--- config.mk ---
export PLATFORM = sky130hd
export DESIGN_NAME = run_sequencer
export DESIGN_NICKNAME = d
export VERILOG_FILES = /design/src/rtl/run_seq_pkg.sv /design/src/rtl/run_sequencer_cycle_counter.sv /design/src/rtl/run_sequencer.sv
export SDC_FILE = /design/constraint.sdc
export NUM_CORES = 1
export LEC_CHECK = 0
export BUFFER_PORTS_ARGS = -buffer_cell sky130_fd_sc_hd__buf_2
export CORE_UTILIZATION = 60
export CTS_BUF_LIST = sky130_fd_sc_hd__clkbuf_8
export DETAILED_ROUTE_END_ITERATION = 6
export PLACE_DENSITY = 0.85
export SLEW_MARGIN = 10
export SYNTH_ARGS = -nofsm -noshare
export SYNTH_HDL_FRONTEND = slang
export SYNTH_HIERARCHICAL = 1
export SYNTH_SLANG_ARGS = --single-unit
--- constraint.sdc ---
create_clock -name clk -period 2.85 [get_ports clk]
set_input_delay 0.4275 -clock clk [delete_from_list [all_inputs] [get_ports clk]]
set_output_delay 0.4275 -clock clk [all_outputs]
set_load 0.02 [all_outputs]
--- src/rtl/run_seq_pkg.sv ---
// Shared state encoding and default sizing for the run sequencer.
package run_seq_pkg;

    typedef enum logic [2:0] {
        IDLE   = 3'd0,
        LAUNCH = 3'd1,
        RUN    = 3'd2,
        NEXT   = 3'd3,
        DONE   = 3'd4
    } run_state_e;

    localparam int unsigned DEF_CNT_W      = 16;
    localparam logic [15:0] DEF_MAX_CYCLES = 16'd60000;

endpackage

--- src/rtl/run_sequencer_cycle_counter.sv ---
// Saturating up-counter with synchronous clear and enable; clear has priority.
module cycle_counter #(
    parameter int unsigned  W   = 16,
    parameter logic [W-1:0] MAX = {W{1'b1}}
) (
    input  logic         clk,
    input  logic         reset,
    input  logic         clr,
    input  logic         en,
    output logic [W-1:0] count
);

    logic [W-1:0] count_r;

    // Count register: holds at MAX instead of wrapping.
    always_ff @(posedge clk) begin
        if (reset) begin
            count_r <= {W{1'b0}};
        end else if (clr) begin
            count_r <= {W{1'b0}};
        end else if (en && (count_r != MAX)) begin
            count_r <= count_r + W'(1);
        end else begin
            count_r <= count_r;
        end
    end

    assign count = count_r;

endmodule

--- src/rtl/run_sequencer.sv ---
// Launches NUM_PROGS programs on the core via start/halt and reports per-program cycle counts.
// Optional RUN_SEQ_PERF_EN adds a total_cycles accumulator output.
module run_sequencer
    import run_seq_pkg::*;
#(
    parameter int unsigned      NUM_PROGS    = 3,
    parameter int unsigned      START_CYCLES = 2,
    parameter int unsigned      CNT_W        = DEF_CNT_W,
    parameter logic [CNT_W-1:0] MAX_CYCLES   = DEF_MAX_CYCLES,
    parameter int unsigned      PSEL_W       = $clog2(NUM_PROGS)
) (
    input  logic              clk,
    input  logic              reset,
    input  logic              go,
    input  logic              halt,
    output logic              start,
    output logic [PSEL_W-1:0] prog_sel,
    output logic              busy,
    output logic              done,
    output logic              timeout,
    output logic [CNT_W-1:0]  last_cycles,
    output logic              result_valid
`ifdef RUN_SEQ_PERF_EN
    ,
    output logic [CNT_W+PSEL_W-1:0] total_cycles
`endif
);

    localparam logic [PSEL_W-1:0] LAST_PROG  = PSEL_W'(NUM_PROGS - 1);
    localparam logic [CNT_W-1:0]  LAUNCH_END = CNT_W'(START_CYCLES - 1);

    run_state_e        state_r, state_s;
    logic              start_r, start_s;
    logic [PSEL_W-1:0] prog_sel_r, prog_sel_s;
    logic              busy_r, busy_s;
    logic              done_r, done_s;
    logic              timeout_r, timeout_s;
    logic [CNT_W-1:0]  last_cycles_r, last_cycles_s;
    logic              result_valid_r, result_valid_s;
    logic              armed_r, armed_s;

    logic              launch_clr_s, launch_en_s;
    logic              cycle_clr_s, cycle_en_s;
    logic [CNT_W-1:0]  launch_cnt_s, cycle_cnt_s;

    cycle_counter #(
        .W   (CNT_W),
        .MAX (MAX_CYCLES)
    ) u_launch_cnt (
        .clk   (clk),
        .reset (reset),
        .clr   (launch_clr_s),
        .en    (launch_en_s),
        .count (launch_cnt_s)
    );

    cycle_counter #(
        .W   (CNT_W),
        .MAX (MAX_CYCLES)
    ) u_cycle_cnt (
        .clk   (clk),
        .reset (reset),
        .clr   (cycle_clr_s),
        .en    (cycle_en_s),
        .count (cycle_cnt_s)
    );

    // Next-state and next-output decode; outputs follow the state being entered.
    always_comb begin
        state_s        = state_r;
        prog_sel_s     = prog_sel_r;
        timeout_s      = timeout_r;
        last_cycles_s  = last_cycles_r;
        result_valid_s = 1'b0;
        armed_s        = armed_r;
        launch_clr_s   = 1'b0;
        launch_en_s    = 1'b0;
        cycle_clr_s    = 1'b0;
        cycle_en_s     = 1'b0;

        case (state_r)
            IDLE: begin
                if (go) begin
                    state_s      = LAUNCH;
                    prog_sel_s   = {PSEL_W{1'b0}};
                    timeout_s    = 1'b0;
                    armed_s      = 1'b0;
                    launch_clr_s = 1'b1;
                end else begin
                    state_s = IDLE;
                end
            end
            LAUNCH: begin
                launch_en_s = 1'b1;
                // A high halt here is the core still held in reset; only a low sample arms.
                if (!halt) begin
                    armed_s = 1'b1;
                end else begin
                    armed_s = armed_r;
                end
                if (launch_cnt_s == LAUNCH_END) begin
                    state_s     = RUN;
                    cycle_clr_s = 1'b1;
                end else begin
                    state_s = LAUNCH;
                end
            end
            RUN: begin
                if (halt && armed_r) begin
                    state_s        = NEXT;
                    last_cycles_s  = cycle_cnt_s;
                    result_valid_s = 1'b1;
                end else if (cycle_cnt_s == MAX_CYCLES) begin
                    state_s        = DONE;
                    timeout_s      = 1'b1;
                    last_cycles_s  = MAX_CYCLES;
                    result_valid_s = 1'b1;
                end else begin
                    state_s    = RUN;
                    cycle_en_s = 1'b1;
                    if (!halt) begin
                        armed_s = 1'b1;
                    end else begin
                        armed_s = armed_r;
                    end
                end
            end
            NEXT: begin
                armed_s = 1'b0;
                if (prog_sel_r == LAST_PROG) begin
                    state_s = DONE;
                end else begin
                    state_s      = LAUNCH;
                    prog_sel_s   = prog_sel_r + PSEL_W'(1);
                    launch_clr_s = 1'b1;
                end
            end
            DONE: begin
                if (!go) begin
                    state_s = IDLE;
                end else begin
                    state_s = DONE;
                end
            end
            default: begin
                state_s = IDLE;
            end
        endcase

        start_s = (state_s != RUN);
        busy_s  = (state_s == LAUNCH) || (state_s == RUN) || (state_s == NEXT);
        done_s  = (state_s == DONE);
    end

    // State and registered output bank.
    always_ff @(posedge clk) begin
        if (reset) begin
            state_r        <= IDLE;
            start_r        <= 1'b1;
            prog_sel_r     <= {PSEL_W{1'b0}};
            busy_r         <= 1'b0;
            done_r         <= 1'b0;
            timeout_r      <= 1'b0;
            last_cycles_r  <= {CNT_W{1'b0}};
            result_valid_r <= 1'b0;
            armed_r        <= 1'b0;
        end else begin
            state_r        <= state_s;
            start_r        <= start_s;
            prog_sel_r     <= prog_sel_s;
            busy_r         <= busy_s;
            done_r         <= done_s;
            timeout_r      <= timeout_s;
            last_cycles_r  <= last_cycles_s;
            result_valid_r <= result_valid_s;
            armed_r        <= armed_s;
        end
    end

    assign start        = start_r;
    assign prog_sel     = prog_sel_r;
    assign busy         = busy_r;
    assign done         = done_r;
    assign timeout      = timeout_r;
    assign last_cycles  = last_cycles_r;
    assign result_valid = result_valid_r;

`ifdef RUN_SEQ_PERF_EN
    localparam int unsigned TOT_W = CNT_W + PSEL_W;

    logic [TOT_W-1:0] total_r;

    // Per-request sum of reported counts, cleared when a new request is accepted.
    always_ff @(posedge clk) begin
        if (reset) begin
            total_r <= {TOT_W{1'b0}};
        end else if ((state_r == IDLE) && (state_s == LAUNCH)) begin
            total_r <= {TOT_W{1'b0}};
        end else if (result_valid_s) begin
            total_r <= total_r + TOT_W'(last_cycles_s);
        end else begin
            total_r <= total_r;
        end
    end

    assign total_cycles = total_r;
`endif

endmodule

* Yosys cells after proc, flatten, opt, wreduce, memory -nomap -nowiden
Cells that the tools add are included.
** Storage, ports and cells
- Bits in registers :: 59
- Latch bits :: 0
- RAM bits :: 0
- Memory bits (read-only) :: 0
- Input bits :: 4
- Output and inout bits :: 23
- Logic and storage cells :: 82
- Memories kept :: 0
** Operators by class
- Add/sub/neg operators :: 3
- Multiply operators :: 0
- Div/mod/pow operators :: 0
- $lt $le $gt $ge :: 0
- Eq/ne operators :: 19
- Shift-type cells :: 0
- Mux-type cells :: 31
- Bitwise logic cells :: 1
- Reduce and logical (&&, ||, !) cells :: 17
** Operator list (number)
- 16-bit by 1-bit adder with 16-bit output, second input constant :: 2
- 16-bit two-way mux :: 2
- 16-bit inequality test, second input constant :: 2
- 1-bit two-way mux :: 17
- 16-bit by 1-bit equality test with 1-bit output, second input constant :: 1
- 16-bit equality test, second input constant :: 1
- 3-bit one-hot mux with 5 select lines :: 1
- 3-bit by 2-bit equality test with 1-bit output, second input constant :: 4
- 3-bit two-way mux :: 4
- 2-bit inequality test, second input constant :: 5
- 4-bit AND reduction :: 2
- 3-bit by 1-bit equality test with 1-bit output, second input constant :: 2
- 3-bit equality test, second input constant :: 2
- 2-bit two-way mux :: 3
- 2-bit nonzero test :: 3
- 2-bit OR reduction :: 3
- 1-bit one-hot mux with 2 select lines :: 2
- 1-bit one-hot mux with 4 select lines :: 1
- 2-bit one-hot mux with 2 select lines :: 1
- 4-bit nonzero test :: 1
- 1-bit logical AND :: 3
- 3-bit logical NOT :: 1
- 3-bit by 2-bit inequality test with 1-bit output, second input constant :: 1
- 3-bit AND reduction :: 1
- 5 further kinds :: 6

* Logic depth before layout (Yosys ltp)
- Depth in word-level cells :: 7
- Gate-level depth with buffers :: 9
- Depth with buffers taken out :: 8

* Hierarchy
The synthesis kept the hierarchy.
** Modules (own cells, without submodules)
- cycle_counter :: times used 2, cells each 97, area an instance 863.3 um^2, seq. area each 320.3 um^2
- run_sequencer :: times used 1, cells each 119, area an instance 1137.3 um^2, seq. area each 540.5 um^2

* Least setup slack after synthesis
Ideal clock, no wire load.
- Path type :: reg2reg
- Start :: register u_cycle_cnt.count_r[9], in the netlist u_cycle_cnt/count[9]
- End :: register u_cycle_cnt.count_r[12], in the netlist u_cycle_cnt/count[12]
- Library setup time :: 0.115 ns
- Arrival time :: 1.984 ns
- Data required time :: 2.735 ns
- Slack :: 0.752 ns
- Stages on the path, launching flop included :: 9
- Buffers on the path :: 1
- Period minus slack after synthesis :: 2.098 ns
- Path through :: dfxtp_1 > or4b_4 > o41ai_2 > a21oi_1 > buf_6 > nand3_1 > nor4_1 > xnor2_1 > nor2_1
** Between the ends
- Cells in the longest elaborated chain, start to end :: 5
- Elaborated cells between the ends (all ways) :: 7
- Classes of those cells :: add/sub: 1; eq/ne: 2; mux: 3; reduce/logical: 1
** RTL lines
- start: declaration :: RTL line run_sequencer_cycle_counter.sv:13 : logic [W-1:0] count_r;
- start signal: assignment :: RTL line run_sequencer_cycle_counter.sv:18 : count_r <= {W{1'b0}};
- start signal: assignment :: RTL line run_sequencer_cycle_counter.sv:20 : count_r <= {W{1'b0}};
- start signal: assignment :: RTL line run_sequencer_cycle_counter.sv:22 : count_r <= count_r + W'(1);
- 16-bit equality test :: RTL line run_sequencer.sv:113 : end else if (cycle_cnt_s == MAX_CYCLES) begin
- 1-bit two-way mux :: RTL line run_sequencer.sv:113
- 1-bit two-way mux :: RTL line run_sequencer.sv:109 : if (halt && armed_r) begin
- 1-bit two-way mux :: RTL line run_sequencer.sv:81 : case (state_r)
- named net cycle_en_s :: RTL line run_sequencer.sv:43 : logic cycle_clr_s, cycle_en_s;
- 1-bit logical AND :: RTL line run_sequencer_cycle_counter.sv:21 : end else if (en && (count_r != MAX)) begin
The timed path passes the listed nets, and every way through them passes these cells.
A chain may end at the register's enable or synchronous reset.

* Worst setup path after layout
Ends and elaborated chain as after synthesis.

==> results.toml <==
[run_status]
outcome = "finished, violations left"
failed_checks = "DRC"

[grt]
grt.met2_usage_pct = 39.3
grt.met1_usage_pct = 34.3
grt-ovfl-total = 0
grt_pass1_wl_mm = 10.3
grt_pass1_vias = 2235
grt_usage_pct = 26.2
grt.busiest_layer = "met2"
grtUsageMet3_pct = 9.12
grt_max_degree = 25
grt_antenna_before_repair = 0

[power]
clkPwrFrac_pct = 41.6
leakagePower_nw = 1.18
power.total_mw = 1.58
switching_power_mw = 0.395
p_int_mw = 1.19
peakVddDrop_uv = 271
p_per_area_mw_per_mm2 = 501
p_seq_share_pct = 53.0
sw_frac_of_total_pct = 24.9
pwr-share-comb_pct = 5.5

[cells_and_area]
final_common_cell = "dfxtp_1"
layout-drive-gt1-share_pct = 19.0
fin_nets = 348
final_cell_area_mm2 = 0.00316
multi_input_area_mm2 = 0.00157
num_antenna_cells = 0
syn2layout_area_growth_pct = 10.4
fillerInstances = 350
instances_no_fill = 395
ff_latch_area_mm2 = 0.00118
final_cell_mix = "dfxtp_1, nor2_1, buf_2, nand2_1, xnor2_1"

[worst_setup_path]
r2r-end = "u_cycle_cnt/count[12]"
max_stage_delay_ns = 0.55
rr_worst_depth = 7
cpLargestDelayFamily = "simple AND/OR/NAND/NOR gates"
cp.depth = 7
crit_chain = "or4b_4 -> o41ai_2 -> a21oi_2 -> nand3_1 -> nor4_1 -> xnor2_1 -> nor2_1"
cp-end-kind = "flop"
reg2reg_slack_ns = 0.40
start_kind = "flop"
timing.rr.start = "u_cycle_cnt/count[9]"
crit_fanout = 11
setup.worst_path.start = "u_cycle_cnt/count[9]"
cp_data_required_time_ns = 3.07
endpoint = "u_cycle_cnt/count[12]"
critical_path_arrival_ns = 2.67
crit_buf_inv = 0
path_class = "reg2reg"
slowest_stage = "or4b_4"

[sta]
final-hold-violation-count = 0
setup_ws_ns = 0.396
clock.fmax_ghz = 0.407
tns_ns = 0
setup_viol = 0
worstMarginPinSlew_ns = 0.682
finClkSkew_ns = 0.00844
final_max_slew_viol_count = 0
slew_headroom_pct = 54.4
post-route-period-util_pct = 86.1
rsz0062_at_grt = "false"
finalCriticalPeriod_ns = 2.45

[floorplanning]
row_count = 24
die_area_mm2 = 0.00505
ios = 27
die_h_um = 71.1
core_mm2 = 0.00447
die_w_um = 71.1
start_util_pct = 64.0

[clocking]
cts_tree = "built"
clock-sinks = 59
root_buffer = "clkbuf_8"
ctsLongestPathBuffers = 2
cts_made_buffers = 9
htree_num_levels = 3
cts_setup_buffers = 0
path_clk_slew_ns = 0.06
clock_latency_ns = 0.34
cts_hold_buf = 0

[logic_synthesis]
synthSimpleGateAreaFrac_pct = 31.5
syn_area_per_cell_um2 = 9.15
ys_types = 47
synth-seq-cells = 59
synthAdderAreaFrac_pct = 2.18
syn-num-nets = 322
netlist_area_mm2 = 0.00286
muxShareOfSynthArea_pct = 0
yosys_warnings = 6
synth-compound-area-share_pct = 15.7
seq_area_frac_synth_pct = 41.2
synth_top_family_by_area = "simple AND/OR/NAND/NOR gates"
netlist_instances = 313
synth_xor_area_share_pct = 5.50

[worst_hold_path]
min_path_type = "reg2reg"

[route]
num_vias = 2432
dr.pass1.iters = 7
wl_per_cell_um = 15.1
drt_iter0_drc = 265
drc = 4
drt_wl_total_mm = 5.97
detail-route-antenna-nets = 0
avgViaCountPerCell = 6.16

[placement]
place.port_buffers = 26
dp_slack_ns = 0.199
gp_congestion = 0.880
dpl_cell_area_mm2 = 0.00299
dp_cells = 380
dp_hpwl_mm = 4.16

[run]
cap_violations = 0
[power by group through the flow]
stage	logic [mW]	registers, mW	clock network, mW
2_1_floorplan	0.0707	0.859	0
3_3_place_gp	0.0846	0.858	0
3_5_place_dp	0.0852	0.858	0
4_1_cts	0.0854	0.839	0.672
5_1_grt	0.0965	0.840	0.718
6_report	0.0864	0.839	0.659
[layout make-up]
cell class	instances	area share (%)
Inverter	8	0.949
Timing Repair Buffer	28	4.59
Clock inverter	5	0.949
Multi-Input combinational cell	233	49.8
Clock buffer	10	4.35
Sequential cell	59	37.3
Tap cell	52	2.06
[metrics by stage]
stage,utilization [%],hold slack (ns)
final,70.7,0.474
after CTS,70.6,0.453
after detailed placement,66.9,0.462
after global placement,66.9,0.457
after floorplan,-,0.496
after global routing,70.7,0.460
[synthesized netlist by cell type, drive strengths merged]
cell type / number / area share (%)
o21a: 2 / 0.52
a2bb2oi: 1 / 0.31
a21oi: 12 / 2.1
nand4bb: 4 / 2.7
clkbuf: 6 / 0.79
or2: 4 / 0.87
o21ai: 11 / 1.9
nand4: 13 / 2.8
o22a: 1 / 0.31
a211oi: 10 / 2.8
nor4b: 1 / 0.31
nand3: 12 / 2.1
a22o: 9 / 2.8
nand2b: 1 / 0.22
or4b: 2 / 0.83
a31oi: 5 / 1.1
xnor2: 14 / 4.3
or3: 4 / 0.87
inv: 8 / 1.0
nor4: 16 / 5.1
dfxtp: 59 / 41
or3b: 3 / 1.1
or4: 1 / 0.26
nor3: 7 / 1.2
nand3b: 1 / 0.26
nor2: 47 / 6.3
a41o: 4 / 1.4
and2: 2 / 0.44
and3: 2 / 0.44
and4b: 1 / 0.35
or4bb: 1 / 0.39
buf: 7 / 2.1
nor3b: 1 / 0.44
nand2: 26 / 3.5
xor2: 4 / 1.2
o41ai: 3 / 2.5
ha: 5 / 2.2
nand4b: 3 / 0.92
[per-layer routing]
layer	vias to the layer above	share of wire (%)
met5	-	0
met4	0	2.2
met3	19	5.6
met2	79	46
met1	1130	47
li1	1204	-
[flip-flops by register name (all words and copies together) (netlist names), 2 cells and up]
register / cells
last_cycles: 16
u_cycle_cnt/count: 16
u_launch_cnt/count: 16
state_r: 3
prog_sel: 2
[what timing repair did]
| item | in CTS | in global routing |
|---|---|---|
| gates resized for setup | 0 | 1 |
| endpoints found under the hold margin | 0 | 0 |
| setup endpoints to repair | 0 | 3 |
[how the worst min path moves through the flow]
stage                                from  depth (start not counted)                    end
floorplan           u_launch_cnt/count[5]                          2  u_launch_cnt/count[5]
global placement           last_cycles[0]                          1         last_cycles[0]
detailed placement         last_cycles[2]                          1         last_cycles[2]
CTS                                  halt                          3                armed_r
global route                         halt                          3                armed_r
finish                     last_cycles[3]                          1         last_cycles[3]
[kinds of logic (layout without fill, tap and decap cells)]
family                   Yosys count  after routing
AND/OR/NAND/NOR                  152            152
AO/OA/AOI/OAI                     58             58
XOR/XNOR                          18             18
adder cells (fa/ha/maj)            5              5
buffers and inverters             21             51
flip-flops                        59             59
Note: power is estimated with default switching activity, not from simulation.
